===== src/rtl/flash_bus_bridge_pkg.sv =====
// Shared definitions for the CPU-bus to SPI-flash read bridge:
// FSM states, default window decode, timeout limits and fill value.
package flash_bus_bridge_pkg;

    typedef enum logic [1:0] {
        IDLE,
        START,
        WAIT,
        HOLD
    } state_t;

    localparam logic [15:0] DEFAULT_ROM_BASE       = 16'hC000;
    localparam logic [15:0] DEFAULT_ROM_MASK       = 16'hC000;
    localparam int unsigned DEFAULT_TIMEOUT_CYCLES = 255;
    localparam int unsigned DEFAULT_SYNC_STAGES    = 2;
    localparam logic [7:0]  TIMEOUT_FILL           = 8'hFF;

    function automatic logic in_window(input logic [15:0] addr,
                                       input logic [15:0] base,
                                       input logic [15:0] mask);
        return (addr & mask) == base;
    endfunction

endpackage


===== src/rtl/flash_bus_bridge_e_clk_sync.sv =====
// Synchronizes the CPU E clock into the clk domain and emits one-clk
// registered rise/fall event pulses.
module e_clk_sync #(
    parameter int unsigned SYNC_STAGES = 2
) (
    input  logic clk,
    input  logic reset,
    input  logic e_async,
    output logic e_rise,
    output logic e_fall
);

    logic [SYNC_STAGES-1:0] sync_q;
    logic                   e_prev;

    always_ff @(posedge clk or negedge reset) begin
        if (!reset) begin
            sync_q <= '0;
            e_prev <= 1'b0;
            e_rise <= 1'b0;
            e_fall <= 1'b0;
        end else begin
            sync_q[0] <= e_async;
            for (int unsigned i = 1; i < SYNC_STAGES; i++) begin
                sync_q[i] <= sync_q[i-1];
            end
            e_prev <= sync_q[SYNC_STAGES-1];
            e_rise <= sync_q[SYNC_STAGES-1] & ~e_prev;
            e_fall <= ~sync_q[SYNC_STAGES-1] & e_prev;
        end
    end

endmodule


===== src/rtl/flash_bus_bridge.sv =====
// CPU-side front end for spi_flash_controller: decodes ROM-window reads,
// stretches the CPU with MRDY on a miss and serves repeats from a one-entry buffer.
module flash_bus_bridge
    import flash_bus_bridge_pkg::*;
#(
    parameter logic [15:0] ROM_BASE       = DEFAULT_ROM_BASE,
    parameter logic [15:0] ROM_MASK       = DEFAULT_ROM_MASK,
    parameter int unsigned TIMEOUT_CYCLES = DEFAULT_TIMEOUT_CYCLES,
    parameter int unsigned SYNC_STAGES    = DEFAULT_SYNC_STAGES
) (
    input  logic        clk,
    input  logic        reset,
    input  logic [15:0] i_ADDRESS_BUS,
    input  logic        i_RW,
    input  logic        i_VMA,
    input  logic        i_E,
    output logic        o_MRDY,
    output logic [7:0]  o_DATA,
    output logic        o_DATA_OE,
    output logic        o_spi_ce,
    output logic [15:0] o_spi_addr,
    input  logic [7:0]  i_spi_data,
    input  logic        i_MemoryReady,
    output logic        o_timeout
);

    localparam logic [7:0] TIMEOUT_LIMIT = 8'(TIMEOUT_CYCLES);

    state_t      state;
    logic        e_rise;
    logic        e_fall;
    logic        qualifying;
    logic        buf_valid;
    logic [15:0] buf_addr;
    logic [7:0]  buf_data;
    logic [7:0]  wait_cnt;
    logic [7:0]  wait_cnt_next;

    e_clk_sync #(
        .SYNC_STAGES(SYNC_STAGES)
    ) u_e_sync (
        .clk    (clk),
        .reset  (reset),
        .e_async(i_E),
        .e_rise (e_rise),
        .e_fall (e_fall)
    );

    always_comb begin
        qualifying    = e_rise && i_VMA && i_RW && in_window(i_ADDRESS_BUS, ROM_BASE, ROM_MASK);
        wait_cnt_next = (wait_cnt == 8'hFF) ? wait_cnt : wait_cnt + 8'd1;
    end

    always_ff @(posedge clk or negedge reset) begin
        if (!reset) begin
            state      <= IDLE;
            o_MRDY     <= 1'b1;
            o_DATA     <= '0;
            o_DATA_OE  <= 1'b0;
            o_spi_ce   <= 1'b0;
            o_spi_addr <= '0;
            o_timeout  <= 1'b0;
            buf_valid  <= 1'b0;
            buf_addr   <= '0;
            buf_data   <= '0;
            wait_cnt   <= '0;
        end else begin
            case (state)
                IDLE: begin
                    if (qualifying) begin
                        if (buf_valid && (i_ADDRESS_BUS == buf_addr)) begin
                            o_DATA    <= buf_data;
                            o_DATA_OE <= 1'b1;
                            state     <= HOLD;
                        end else begin
                            o_spi_addr <= i_ADDRESS_BUS;
                            o_MRDY     <= 1'b0;
                            wait_cnt   <= '0;
                            state      <= START;
                        end
                    end
                end
                // Hold off the request until the previous transfer's ready has dropped.
                START: begin
                    if (!i_MemoryReady) begin
                        o_spi_ce <= 1'b1;
                        state    <= WAIT;
                    end
                end
                WAIT: begin
                    wait_cnt <= wait_cnt_next;
                    if (i_MemoryReady) begin
                        o_DATA    <= i_spi_data;
                        buf_addr  <= o_spi_addr;
                        buf_data  <= i_spi_data;
                        buf_valid <= 1'b1;
                        o_spi_ce  <= 1'b0;
                        o_MRDY    <= 1'b1;
                        o_DATA_OE <= 1'b1;
                        state     <= HOLD;
                    end else if (wait_cnt_next == TIMEOUT_LIMIT) begin
                        o_DATA    <= TIMEOUT_FILL;
                        o_timeout <= 1'b1;
                        buf_valid <= 1'b0;
                        o_spi_ce  <= 1'b0;
                        o_MRDY    <= 1'b1;
                        o_DATA_OE <= 1'b1;
                        state     <= HOLD;
                    end
                end
                HOLD: begin
                    if (e_fall) begin
                        o_DATA_OE <= 1'b0;
                        state     <= IDLE;
                    end
                end
                default: state <= IDLE;
            endcase
        end
    end

endmodule

===== config.mk =====
export PLATFORM = sky130hd
export DESIGN_NAME = flash_bus_bridge
export DESIGN_NICKNAME = d
export VERILOG_FILES = /design/src/rtl/flash_bus_bridge_pkg.sv /design/src/rtl/flash_bus_bridge_e_clk_sync.sv /design/src/rtl/flash_bus_bridge.sv
export SDC_FILE = /design/constraint.sdc
export NUM_CORES = 1
export LEC_CHECK = 0
export BUFFER_PORTS_ARGS = -buffer_cell sky130_fd_sc_hd__buf_2
export CORE_ASPECT_RATIO = 0.5
export CORE_MARGIN = 2
export CORE_UTILIZATION = 47
export CTS_CLUSTER_DIAMETER = 200
export DETAILED_ROUTE_END_ITERATION = 6
export PLACE_DENSITY_LB_ADDON = 0.2
export SLEW_MARGIN = 20
export SYNTH_ARGS = -nofsm -noshare
export SYNTH_HDL_FRONTEND = slang
export SYNTH_SLANG_ARGS = --single-unit

===== constraint.sdc =====
create_clock -name clk -period 2.7 [get_ports clk]
set_clock_uncertainty 0.2 [all_clocks]
set_input_delay 0 -clock clk [delete_from_list [all_inputs] [get_ports clk]]
set_output_delay 0 -clock clk [all_outputs]
set_load 0.01 [all_outputs]

# Yosys cells after proc, flatten, opt, wreduce, memory -nomap -nowiden
# Index checks and enable logic that the tools add are counted.
[classes]
bitwise_logic = 6
muxes = 30
eq_ne = 13
addsub = 1
reduce_logical = 19
[op_table]
columns = ["operator", "count"]
rows = [
  ["8-bit two-way mux", 7],
  ["8-bit case mux with 2 select lines", 2],
  ["16-bit equality test", 1],
  ["8-bit equality test (second input constant)", 2],
  ["2-bit two-way mux", 6],
  ["3-bit AND reduction", 4],
  ["4-bit AND reduction", 3],
  ["1-bit two-way mux", 11],
  ["8-bit by 1-bit adder with 8-bit output (second input constant)", 1],
  ["2-bit != test (second input constant)", 4],
  ["2-bit case mux with 4 select lines", 1],
  ["2-bit equality test (second input constant)", 3],
  ["2-bit nonzero test", 3],
  ["5-bit AND reduction", 1],
  ["1-bit logical AND", 4],
  ["1-bit NOT", 4],
  ["1-bit case mux with 2 select lines", 2],
  ["2-bit AND reduction", 2],
  ["3-bit != test (second input constant)", 1],
  ["1-bit case mux with 3 select lines", 1],
  ["3-bit nonzero test", 1],
  ["1-bit bitwise AND", 2],
  ["2-bit by 1-bit equality test with 1-bit output (second input constant)", 1],
  ["2-bit logical NOT", 1],
  ["2-bit by 1-bit != test with 1-bit output (second input constant)", 1],
]
[totals]
elab_cells = 84
inputBits = 30
out_inout_bits = 28
reg_bits = 68

# Logic depth before layout (Yosys ltp)
# Gate-level depths: netlist (run 1).
[logic_depth]
ltp_word = 6
ltp_mapped = 10

# Hierarchy
# A second synthesis (run 1) with hierarchy kept.
[hier_totals]
hier_cells = 262
hier_area_um2 = 3169.3
[by_module_without_submodules]
columns = ["mod", "instances", "cells_each", "seq_area_each_um2", "area_each_um2"]
rows = [
  ["flash_bus_bridge", 1, 255, 1577.8, 3029.2],
  ["e_clk_sync", 1, 7, 125.1, 140.1],
]

# Worst setup path after synthesis (run 1)
# Ideal clock, no wire load.
[synth_timing]
kind = "register -> register"
startpoint = "register wait_cnt[0]"
endpoint = "register o_DATA[6]"
slack_ns = 0.051
synth_period_minus_slack_ns = 2.649
t_arrival_ns = 2.324
path_stages_with_launch = 11
path_cell_list = "dfrtp_1 > ha_1 > and2_1 > buf_2 > a21oi_1 > or3_1 > nor4_2 > o32a_2 > a21boi_2 > buf_6 > mux2_4"
[synth_between]
elab_chain_len = 5
[synth_lines]
columns = ["element", "line", "text"]
rows = [
  ["from (decl)", "flash_bus_bridge.sv:36", "logic [7:0] wait_cnt;"],
  ["from (signal assigned)", "flash_bus_bridge.sv:91", "wait_cnt <= wait_cnt_next;"],
  ["8-bit by 1-bit adder with 8-bit output / 8-bit equality test (equally long branches)", "flash_bus_bridge.sv:51", "wait_cnt_next = (wait_cnt == 8'hFF) ? wait_cnt : wait_cnt + 8'd1;"],
  ["8-bit two-way mux *", "flash_bus_bridge.sv:51", ""],
  ["8-bit equality test *", "flash_bus_bridge.sv:101", "end else if (wait_cnt_next == TIMEOUT_LIMIT) begin"],
  ["3-bit != test (no line) *", "-", ""],
  ["4-bit AND reduction (no line) *", "-", ""],
  ["to (signal assigned)", "flash_bus_bridge.sv:72", "o_DATA <= buf_data;"],
  ["to (signal assigned)", "flash_bus_bridge.sv:93", "o_DATA <= i_spi_data;"],
  ["to (decl)", "flash_bus_bridge.sv:18", "output logic [7:0] o_DATA,"],
]
# Mark *: on every way between the ends. The rest lies on a longest branch, timed or not.
# A chain may end at the register's enable or synchronous reset.

# Final worst setup path (run 1)
[layout_timing]
startpoint = "register wait_cnt[0]"
endpoint = "register o_DATA[2]"
# The elaborated chain is that of the path after synthesis.

==> summary.txt, run 1 <==
Largest net degree at the start of global routing -> 69
Seq/Total Area, Yosys -> 54.1%
Dpl hpwl -> 4280 um
Total iterations of the first detailed-routing run -> 4
Initial antenna violation count -> 0
Gr usage total -> 20.0%
Critical Path End Type -> register
HP Class -> input pin to register
Slew @ Worst Pin -> 0.865 ns
Area Growth Syn to Fin -> 32.4%
CP cell instances -> buf_4, and3_2, nor2_1, or3_1, nor4_4, o32a_2, a21boi_4, buf_6, mux2i_1
Synth Flop Type -> dfrtp_1
Initial drt markers -> 129
Clock sinks -> 68
Crit path time final -> 2.56 ns
Post-synthesis register bit count -> 68
ANT nets after route -> 0
# rows -> 21
Static Leak -> 1.98 nW
H-tree Lvls -> 3
Endpoints failing hold -> 0
Worst Path Arrival -> 2.61 ns
Ys async rst share -> 100%
Critical path's top delay family -> simple AND/OR/NAND/NOR gates
I/O Buffers -> 57
Final-report setup violation count -> 0
Run status -> complete, no violations
CP Buf/Inv Count -> 2
Required @ worst endpoint -> 2.76 ns
Rel. slew slack -> 42.4%
Remaining Overflow, GRT -> 0
Clock insertion delay at the later pin of the skew report -> 0.34 ns
Clock buffer count from CTS -> 9
DR DRC count -> 0
Final period util -> 94.7%
Total Wirelength -> 6770 um
IO Pins -> 58
Nets -> 391
Final Max Slew Viols -> 0
Fillers -> 558
Syn_nets -> 300
CP Max Fanout -> 7
Post-synth EDFFs -> 0
Type of origin of the critical path -> register
Post-synth cell types -> 43
Worst stage delay on the critical path -> 0.43 ns
R2R setup slack -> 0.14 ns
Mapped cell area -> 0.00315 mm^2
Vias in the first global route -> 2326
RSZ-0062 raised after global routing -> false
Synth Warn # -> 0
Vias per cell -> 5.23
Clock Root Buffer -> clkbuf_16
Drt wl/cell -> 14.9 um
Syn avg cell area -> 11.9 um^2
Post-layout util -> 63.4%
F_max -> 0.391 GHz
ANT cells -> 0
Die Span Y -> 61.9 um
First-pass GRT wire length -> 11100 um
Clock slew at reported path FFs -> 0.05 ns
Die width -> 120 um
Clock tree buffer depth -> 2
Layout cells sized above 1 -> 35.5%
Peak supply drop -> 696 uV
Power density over the cells -> 1000 mW/mm^2
Placed Instances -> 409
Cells after Synth -> 265
Fin cells -> 453
Effective utilization at floorplan -> 47.9%
Critical path class -> register to register
Area of the multi-input gates -> 0.00136 mm^2
Die footprint -> 0.00741 mm^2
Max-cap violation count -> 0
Core ar. -> 0.00657 mm^2
TritonCTS clock tree -> done
Crit path max-delay cell type -> or3_1
Via count -> 2369
Register area -> 0.00170 mm^2
Global placement routability congestion -> 0.903
[synthesized netlist by cell type (2+ instances only)]
library cell,count,area [um^2]
o21ai_0,8,40.0
o211ai_1,2,15.0
mux2_2,32,360
mux2i_1,10,100
a31o_2,2,17.5
dfrtp_1,67,1680
a31oi_1,4,25.0
nand2b_1,2,12.5
mux2_1,5,56.3
inv_1,16,60.1
xnor2_1,17,149
a41oi_1,3,26.3
or3_1,2,12.5
a21oi_1,9,45.0
nor2_1,8,30.0
nand4_1,5,31.3
and3_1,3,18.8
nor2b_1,2,12.5
buf_1,2,7.51
nand2_1,16,60.1
clkbuf_1,5,18.8
o2bb2ai_1,2,17.5
buf_2,3,15.0
ha_1,5,62.6
o22ai_1,7,43.8
o31ai_1,2,15.0
nand3_1,10,50.1
[state kept, by name, indices dropped and copies added, names as in the netlist]
| name | count |
|---|---|
| o_spi_addr | 16 |
| u_e_sync.sync_q | 2 |
| wait_cnt | 8 |
| o_timeout | 1 |
| o_MRDY | 1 |
| u_e_sync.e_rise | 1 |
| u_e_sync.e_prev | 1 |
| u_e_sync.e_fall | 1 |
| o_DATA_OE | 1 |
| buf_valid | 1 |
| state | 2 |
| buf_addr | 16 |
| o_spi_ce | 1 |
| o_DATA | 8 |
| buf_data | 8 |
[routing by layer]
| layer | part of all wire [%] | global-route usage, % | wire [um] | vias to the layer above |
|---|---|---|---|---|
| li1 | - | - | - | 1121 |
| met1 | 43 | 22.9 | 2900 | 1172 |
| met2 | 51 | 34.9 | 3440 | 64 |
| met3 | 4.6 | 7.21 | 312 | 12 |
| met4 | 1.7 | 9.41 | 114 | 0 |
| met5 | 0 | 0 | 0 | - |
[report_power, final]
| group | internal [mW] | switching [mW] |
|---|---|---|
| Combinational | 0.713 | 0.666 |
| Clock | 0.737 | 0.437 |
| Sequential | 1.39 | 0.234 |
[through the flow]
stage	setup TNS (ns)	hold slack [ns]	worst slack (ns)	power [mW]	area (um^2)
3_5_place_dp	-0.126	-0.0870	-0.0450	2.92	3550
6_report	0	0.113	0.144	4.18	4170
5_1_grt	0	0.136	0.0136	4.44	4170
2_1_floorplan	0	-0.496	0.0510	2.52	3150
4_1_cts	0	0.0916	0.0138	4.18	4150
3_3_place_gp	0	-0.0899	0.147	2.87	3550
[logic make-up (layout without fill, tap and decap cells)]
kind of cell    count (synthesis)  after routing  synth area share, %
buf+inv                        28            124                 3.82
xor+xnor                       17             17                 4.73
simple gates                   54             54                 8.91
flops                          68             68                 54.1
compound gates                 45             45                 9.54
fa+ha+maj                       5              5                 1.99
mux                            48             48                 16.9
[timing repair]
action	in CTS	in global routing
endpoints found under the setup margin	7	8
hold buffers	25	0
buffers inserted	2	1
pin swaps	1	3
gates resized for setup	6	3
endpoints found under the hold margin	103	0
[cells in the final DEF (no fill, tap or decap), drive strengths merged, types with 8 or more instances in the layout]
| cell type | n |
|---|---|
| dfrtp | 67 |
| buf | 67 |
| mux2 | 38 |
| dlygate4sd3 | 25 |
| xnor2 | 17 |
| inv | 16 |
| nand2 | 16 |
| nand3 | 10 |
| mux2i | 10 |
| clkbuf | 10 |
| a21oi | 9 |
| nor2 | 8 |
| o21ai | 8 |
[worst register-to-register path, stage by stage, from the launching register on]
cell and delay [ns]:
dfrtp_2 0.41, buf_4 0.14, and3_2 0.23, nor2_1 0.05
or3_1 0.43, nor4_4 0.19, o32a_2 0.23, a21boi_4 0.21
buf_6 0.17, mux2i_1 0.21
[cell type report]
class / instances / area share (%)
Multi-Input combinational cell: 169 / 32.6
Inverter: 16 / 1.44
Timing Repair Buffer: 92 / 15.0
Clock inverter: 6 / 1.53
Tap cell: 92 / 2.76
Sequential cell: 68 / 40.9
Clock buffer: 10 / 5.74
[worst paths after layout]
path	endpoint	startpoint	cells past startpoint
worst max register to register	o_DATA[2]	wait_cnt[0]	9
min in group asynchronous	wait_cnt[7]	reset	3
worst max-delay path	o_DATA[2]	wait_cnt[0]	9
worst min register to register	u_e_sync.sync_q[1]	u_e_sync.sync_q[0]	0
worst min-delay path	o_DATA_OE	i_RW	6
max in group asynchronous	wait_cnt[0]	reset	3
Power figures use the tool's default switching activity.
==> run 2, diff against run 1 <==
==> constraint.sdc (replaced) <==
create_clock -name clk -period 2.97 [get_ports clk]
set_clock_uncertainty 0.2 [all_clocks]
set_input_delay 0 -clock clk [delete_from_list [all_inputs] [get_ports clk]]
set_output_delay 0 -clock clk [all_outputs]
set_load 0.01 [all_outputs]
==> run 2 against run 1 <==
Net effect:
- non-clock buffer count up 1
- sequential share of layout area about the same
- count of clock-buffer cells in the layout up 3
- via count down 1.1%
- global-route usage down 0.23 points
- combinational power down 14%
- clock power about the same
- critical endpoint is now o_DATA[4]
==> summary.txt, run 2 (synthesis gave the netlist of run 1 again) <==
Run status -> complete, no violations
# rows -> 21 (unchanged)
Critical path class -> register to register
Core ar. -> 0.00657 mm^2 (unchanged)
Vias per cell -> 5.16 (-1.3%)
Clock sinks -> 68 (unchanged)
Type of origin of the critical path -> register
Critical Path End Type -> register
Clock buffer count from CTS -> 9 (unchanged)
R2R cell count -> 9 (unchanged)
Area Growth Syn to Fin -> 32.4% (about the same)
Required @ worst endpoint -> 3.02 ns (+0.26 ns)
Most frequent cells in the layout -> dfrtp_1 (66), buf_2 (57), mux2_2 (32), dlygate4sd3_1 (28), xnor2_1 (17)
Initial drt markers -> 103 (-20%)
Die footprint -> 0.00741 mm^2 (unchanged)
CP Buf/Inv Count -> 1 (-1)
Die width -> 120 um (unchanged)
Worst Path Arrival -> 2.87 ns (+0.26 ns)
Crit path time final -> 2.82 ns (+0.259 ns)
Endpoints failing hold -> 0 (unchanged)
Drt wl/cell -> 14.3 um (-4.1%)
Reg2Reg Launch Point -> wait_cnt[1]
Initial antenna violation count -> 0 (unchanged)
Hold WS -> 0.0396 ns (-0.0736 ns)
Total iterations of the first detailed-routing run -> 4 (unchanged)
Worst stage delay on the critical path -> 0.42 ns (about the same)
Power, Total -> 3.83 mW (-8.2%)
Vias in the first global route -> 2344 (+0.77%)
First-pass GRT wire length -> 11000 um (-1.0%)
IO Pins -> 58 (unchanged)
Effective utilization at floorplan -> 47.9% (unchanged)
Hold Startpoint -> i_VMA
Final Max Slew Viols -> 0 (unchanged)
Dpl hpwl -> 4350 um (+1.5%)
H-tree Lvls -> 3 (unchanged)
DR DRC count -> 0 (unchanged)
Clock insertion delay at the later pin of the skew report -> 0.33 ns (about the same)
Gr usage total -> 19.7% (-0.23 points)
Post-layout util -> 63.4% (about the same)
Nets -> 392 (+0.26%)
Setup TNS Final -> 0 ns (unchanged)
F_max -> 0.355 GHz (-9.2%)
Remaining Overflow, GRT -> 0 (unchanged)
Max-cap violation count -> 0 (unchanged)
Final-report setup violation count -> 0 (unchanged)
Largest regs -> buf_addr x16, o_spi_addr x16
Slew @ Worst Pin -> 0.706 ns (-0.159 ns)
R2R Path End -> o_DATA[4]
Largest net degree at the start of global routing -> 35 (-49%)
TritonCTS clock tree -> done
CP Max Fanout -> 7 (unchanged)
Layout cells sized above 1 -> 33.4% (-2.0 points)
Peak supply drop -> 647 uV (-7.0%)
Via count -> 2343 (-1.1%)
Most common cell after layout, fill and taps aside -> dfrtp_1
Clock slew at reported path FFs -> 0.05 ns (about the same)
CP cell instances -> ha_1, and2_2, a21oi_1, or3_1, nor4_4, o32a_2, a21boi_2, buf_4, mux2i_1
Clock Root Buffer -> clkbuf_16
Rel. slew slack -> 52.8% (+10 points)
Static Leak -> 1.99 nW (+0.36%)
Global placement routability congestion -> 0.888 (-1.6%)
Critical path's top delay family -> simple AND/OR/NAND/NOR gates
RSZ-0062 raised after global routing -> false
ANT cells -> 0 (unchanged)
R2R setup slack -> 0.15 ns (about the same)
Power density over the cells -> 920 mW/mm^2 (-8.3%)
Crit path max-delay cell type -> dfrtp_1
CP Capture Point -> o_DATA[4]
CP Launch Point -> wait_cnt[1]
Clock tree buffer depth -> 2 (unchanged)
Die Span Y -> 61.9 um (unchanged)
ANT nets after route -> 0 (unchanged)
HP Class -> input pin to register
Total stage count of the critical path -> 9 (unchanged)
Final period util -> 94.8% (+0.11 points)
I/O Buffers -> 57 (unchanged)
Total Wirelength -> 6510 um (-3.9%)
[run 2: changes by cell type in the layout (fill, tap and decap cells not counted), moves of 2 or more]
cell | before | now
clkinvlp_4 | 2 | 0
and3_2 | 2 | 0
and3_1 | 1 | 3
dlygate4sd3_1 | 25 | 28
clkbuf_1 | 0 | 2
clkinv_2 | 2 | 0
[run 2: per-layer routing]
metal | share of wire (%) | global-route usage (%)
met1 | 46 | 23.4
met2 | 48 | 34.6
met3 | 5.7 | 8.67
met4 | 0.97 | 4.37
met5 | 0 | 0
[run 2: what timing repair did]
item                                    in CTS  in global routing
hold buffers                                28                  0
resized for setup                            0                  3
endpoints found under the hold margin      104                  0
setup buffers                                0                  1
endpoints found under the setup margin       0                  8
[run 2: cell type report]
cell class,instances,area [um^2]
Tap cell,92,115
Sequential cell,68,1700
Clock buffer,13,260
Fill cell,531,2400
Multi-Input combinational cell,169,1330
Inverter,16,60.1
Clock inverter,3,68.8
Timing Repair Buffer,93,626
[run 2: per-stage QoR]
step	worst slack (ns)	cell area (um^2)	instances
6_report	0.155	4170	454
5_1_grt	0.00852	4170	454
4_1_cts	0.115	4150	453
3_5_place_dp	0.127	3540	409
3_3_place_gp	0.225	3540	409
2_1_floorplan	0.321	3150	265
[run 2: worst min-delay path by stage]
stage | endpoint | slack (ns) | cells past startpoint
floorplan | buf_addr[0] | -0.50 | 0
global placement | wait_cnt[2] | -0.25 | 1
detailed placement | wait_cnt[2] | -0.24 | 1
CTS | o_MRDY | 0.03 | 6
global route | o_MRDY | 0.1 | 6
finish | o_MRDY | 0.04 | 6
[run 2: tightest hold or removal path, cell delays in order]
cell	delay [ns]
buf_2	0.09
nand3_1	0.09
nor2_1	0.09
nand3_1	0.11
o21ai_0	0.08
o31ai_1	0.07
[run 2: report_power, final]
part	switching [mW]	internal [mW]
sequential	0.218	1.27
combinational	0.579	0.611
clock	0.378	0.782
==> run 3, diff against run 2 <==
--- a/config.mk
+++ b/config.mk
@@ -5,6 +5,7 @@
 export SDC_FILE = /design/constraint.sdc
 export NUM_CORES = 1
 export LEC_CHECK = 0
+export ABC_AREA = 1
 export BUFFER_PORTS_ARGS = -buffer_cell sky130_fd_sc_hd__buf_2
 export CORE_ASPECT_RATIO = 0.5
 export CORE_MARGIN = 2
==> run 3 against run 2 <==
Net effect:
- synthesized cell count is 71% higher
- total power grew 4.6%
- die area is 8.5% higher
- final area rose by 5.3%
- sequential share of layout area down 2.1 points
- cell count up 40%
- count of clock-buffer cells in the layout is 2 lower
- core utilization rose by 0.52 points
- register-to-register slack gained 0.47 ns
- via count rose by 31%
- maximum frequency up 20%
- critical path type unchanged
- largest cell class unchanged
- highest routed layer unchanged
==> summary.txt, run 3 <==
Initial antenna violation count -> 0 (unchanged)
Die width -> 125 um (+4.3%)
Synth Warn # -> 0 (unchanged)
CP cell instances -> inv_1, ha_1, inv_1, nand2_1, nand3_1, o21ai_0
Ys async rst share -> 100% (unchanged)
Post-synth cell types -> 29 (-33%)
Syn_nets -> 489 (+63%)
Run status -> complete, no violations
Top post-synthesis cells by area -> dfrtp_1 (49%), nand2_1 (16%), inv_1 (6.3%), nor2_1 (5.4%), a21oi_1 (4.7%)
Leading area contributor after synthesis -> dfrtp_1
Post-synth EDFFs -> 0 (unchanged)
Remaining Overflow, GRT -> 0 (unchanged)
Initial drt markers -> 208 (+100%)
# rows -> 21 (unchanged)
DR DRC count -> 0 (unchanged)
Clock buffer count from CTS -> 9 (unchanged)
Global placement routability congestion -> 0.917 (+3.3%)
Core ar. -> 0.00686 mm^2 (+4.4%)
TritonCTS clock tree -> done
Worst Slack Setup Final -> 0.621 ns (+0.467 ns)
Syn avg cell area -> 7.55 um^2 (-36%)
Static Leak -> 2.36 nW (+19%)
Area of the multi-input gates -> 0.00144 mm^2 (+8.0%)
Die footprint -> 0.00804 mm^2 (+8.5%)
Power density over the cells -> 914 mW/mm^2 (-0.61%)
H-tree Lvls -> 3 (unchanged)
Layout cells sized above 1 -> 16.4% (-17 points)
Yosys top cell area share -> 48.9% (-4.4 points)
Resized Gates After CTS -> 0 (unchanged)
Placed Instances -> 594 (+45%)
Mapped cell area -> 0.00343 mm^2 (+9.0%)
Vias in the first global route -> 2882 (+23%)
Final Max Slew Viols -> 0 (unchanged)
Internal -> 2.59 mW (-2.7%)
Clock Root Buffer -> clkbuf_16
Total iterations of the first detailed-routing run -> 5 (+1)
Total Wirelength -> 7770 um (+19%)
Area Growth Syn to Fin -> 27.9%
CP Max Fanout -> 16 (+9)
Drt wl/cell -> 12.2 um (-15%)
Nets -> 573 (+46%)
Switching Power -> 1.43 mW (+21%)
Type of origin of the critical path -> register
Clock tree buffer depth -> 2 (unchanged)
Final-report setup violation count -> 0 (unchanged)
IO Pins -> 58 (unchanged)
Final period util -> 79.1% (-16 points)
Most frequent cells in the layout -> nand2_1 (143), dfrtp_1 (67), inv_1 (58), buf_2 (57), nor2_1 (49)
Gate power share -> 34.0% (+3.0 points)
Gr usage total -> 21.2% (+1.5 points)
Clock insertion delay at the later pin of the skew report -> 0.33 ns (about the same)
Clock slew at reported path FFs -> 0.05 ns (about the same)
Setup TNS Final -> 0 ns (unchanged)
First-pass GRT wire length -> 13400 um (+22%)
RSZ-0062 raised after global routing -> false
Register area -> 0.00170 mm^2 (about the same)
Total setup buffers inserted after CTS -> 0 (unchanged)
Effective utilization at floorplan -> 50.0% (+2.1 points)
Endpoints failing hold -> 0 (unchanged)
Flop pwr share -> 36.0% (-2.7 points)
Cells after Synth -> 454 (+71%)
Fin cells -> 635 (+40%)
Slew @ Worst Pin -> 0.530 ns (-0.176 ns)
HP Class -> input pin to asynchronous set/reset pin
Post-synthesis register bit count -> 68 (unchanged)
F_max -> 0.426 GHz (+20%)
Worst Path Arrival -> 2.38 ns (-0.49 ns)
# hold bufs at CTS -> 25 (-11%)
Via count -> 3074 (+31%)
Dpl ws -> 0.631 ns (+0.504 ns)
ANT nets after route -> 0 (unchanged)
Part of the power in the clock network -> 29.9% (-0.4 points)
Post-layout util -> 64.0% (+0.52 points)
Cell with the most instances after synthesis -> nand2_1
Seq/Total Area, Yosys -> 49.7% (-4.5 points)
Post-synth top cells -> nand2_1 (143), dfrtp_1 (67), inv_1 (58)
Crit path time final -> 2.35 ns (-0.467 ns)
Die Span Y -> 64.4 um (+4.1%)
Rel. slew slack -> 64.6% (+12 points)
Crit path max-delay cell type -> dfrtp_1
Fillers -> 608 (+15%)
Dpl hpwl -> 5360 um (+23%)
Worst stage delay on the critical path -> 0.41 ns (about the same)
Switching Fraction -> 35.5% (+4.9 points)
Largest net degree at the start of global routing -> 69 (+97%)
Cell repeated most along the worst path -> inv_1
Largest regs -> buf_addr x16, o_spi_addr x16
Max-cap violation count -> 0 (unchanged)
Post-route cell area -> 0.00439 mm^2 (+5.3%)
DP Area -> 0.00380 mm^2 (+7.5%)
ANT cells -> 0 (unchanged)
Peak supply drop -> 504 uV (-22%)
Most common cell after layout, fill and taps aside -> nand2_1
Critical Path End Type -> register
Vias per cell -> 4.84 (-6.2%)
Synth Flop Type -> dfrtp_1
I/O Buffers -> 57 (unchanged)
Clock sinks -> 68 (unchanged)
Required @ worst endpoint -> 3.00 ns (-0.02 ns)
Critical path class -> register to register
==> run 3: changes by cell type after synthesis, sizes merged, moves of 15 or more <==
cell | before | now
nand2 | 16 | 148
nor2 | 8 | 54
inv | 16 | 60
mux2 | 38 | 0
a21oi | 9 | 33
o21ai | 8 | 30
nand3 | 10 | 28
xnor2 | 17 | 2
==> run 3: cell type report <==
class	count	area share [%]
clock inverter	5	2.28
inverter	60	5.13
tap	92	2.62
timing repair buffer	85	13.0
sequential	68	38.8
clock buffer	11	5.31
multi-input combinational	314	32.8
==> run 3: path summary, 6_finish.rpt <==
check                                    from  slack [ns]            endpoint  depth (start not counted)
max                                  state[0]        0.62         wait_cnt[0]                          6
min                                     reset        0.03      o_spi_addr[10]                          3
max reg2reg                          state[0]        0.62         wait_cnt[0]                          6
min reg2reg                u_e_sync.sync_q[0]        0.15  u_e_sync.sync_q[1]                          0
max in group asynchronous               reset        2.21              o_MRDY                          3
min in group clk                        i_VMA        0.06           o_DATA_OE                          7
==> run 3: critical path, delay by kind of cell, from the launching register on <==
family          cells  cell delay, ns
fa+ha+maj           1            0.37
buf+inv             2            0.36
flops               1            0.41
simple gates        2            0.56
compound gates      1            0.35
==> run 3: power groups by stage <==
stage                     clock (mW)  combinational [mW]  sequential, mW
after detailed placement           0                1.33            1.46
after CTS                       1.22                1.37            1.45
after global routing            1.26                1.60            1.49
final                           1.20                1.36            1.45
after global placement             0                1.30            1.45
after floorplan                    0               0.905            1.49
==> run 3: kinds of logic (layout without fill, tap and decap cells) <==
logic type                 after synthesis  in the layout  synth area share (%)
and+or+nand+nor                        239            239                  29.2
AOI/OAI and AO/OA                       67             67                  10.2
adders and majority gates                5              5                  1.82
buffers and inverters                   72            161                  8.35
DFF                                     68             68                  49.7
xor gates and xnor gates                 3              3                 0.766
==> run 3: stage by stage <==
step | total power [mW] | hold slack, ns
6_report | 4.01 | 0.0283
5_1_grt | 4.35 | 0.0590
4_1_cts | 4.04 | 0.0277
3_5_place_dp | 2.79 | -0.151
3_3_place_gp | 2.75 | -0.152
2_1_floorplan | 2.39 | -0.496
==> run 3: metal layers <==
layer / part of all wire (%) / track usage [%]
met1: 48 / 29.1
met2: 46 / 32.2
met3: 4.7 / 6.62
met4: 0.82 / 7.16
met5: 0 / 0
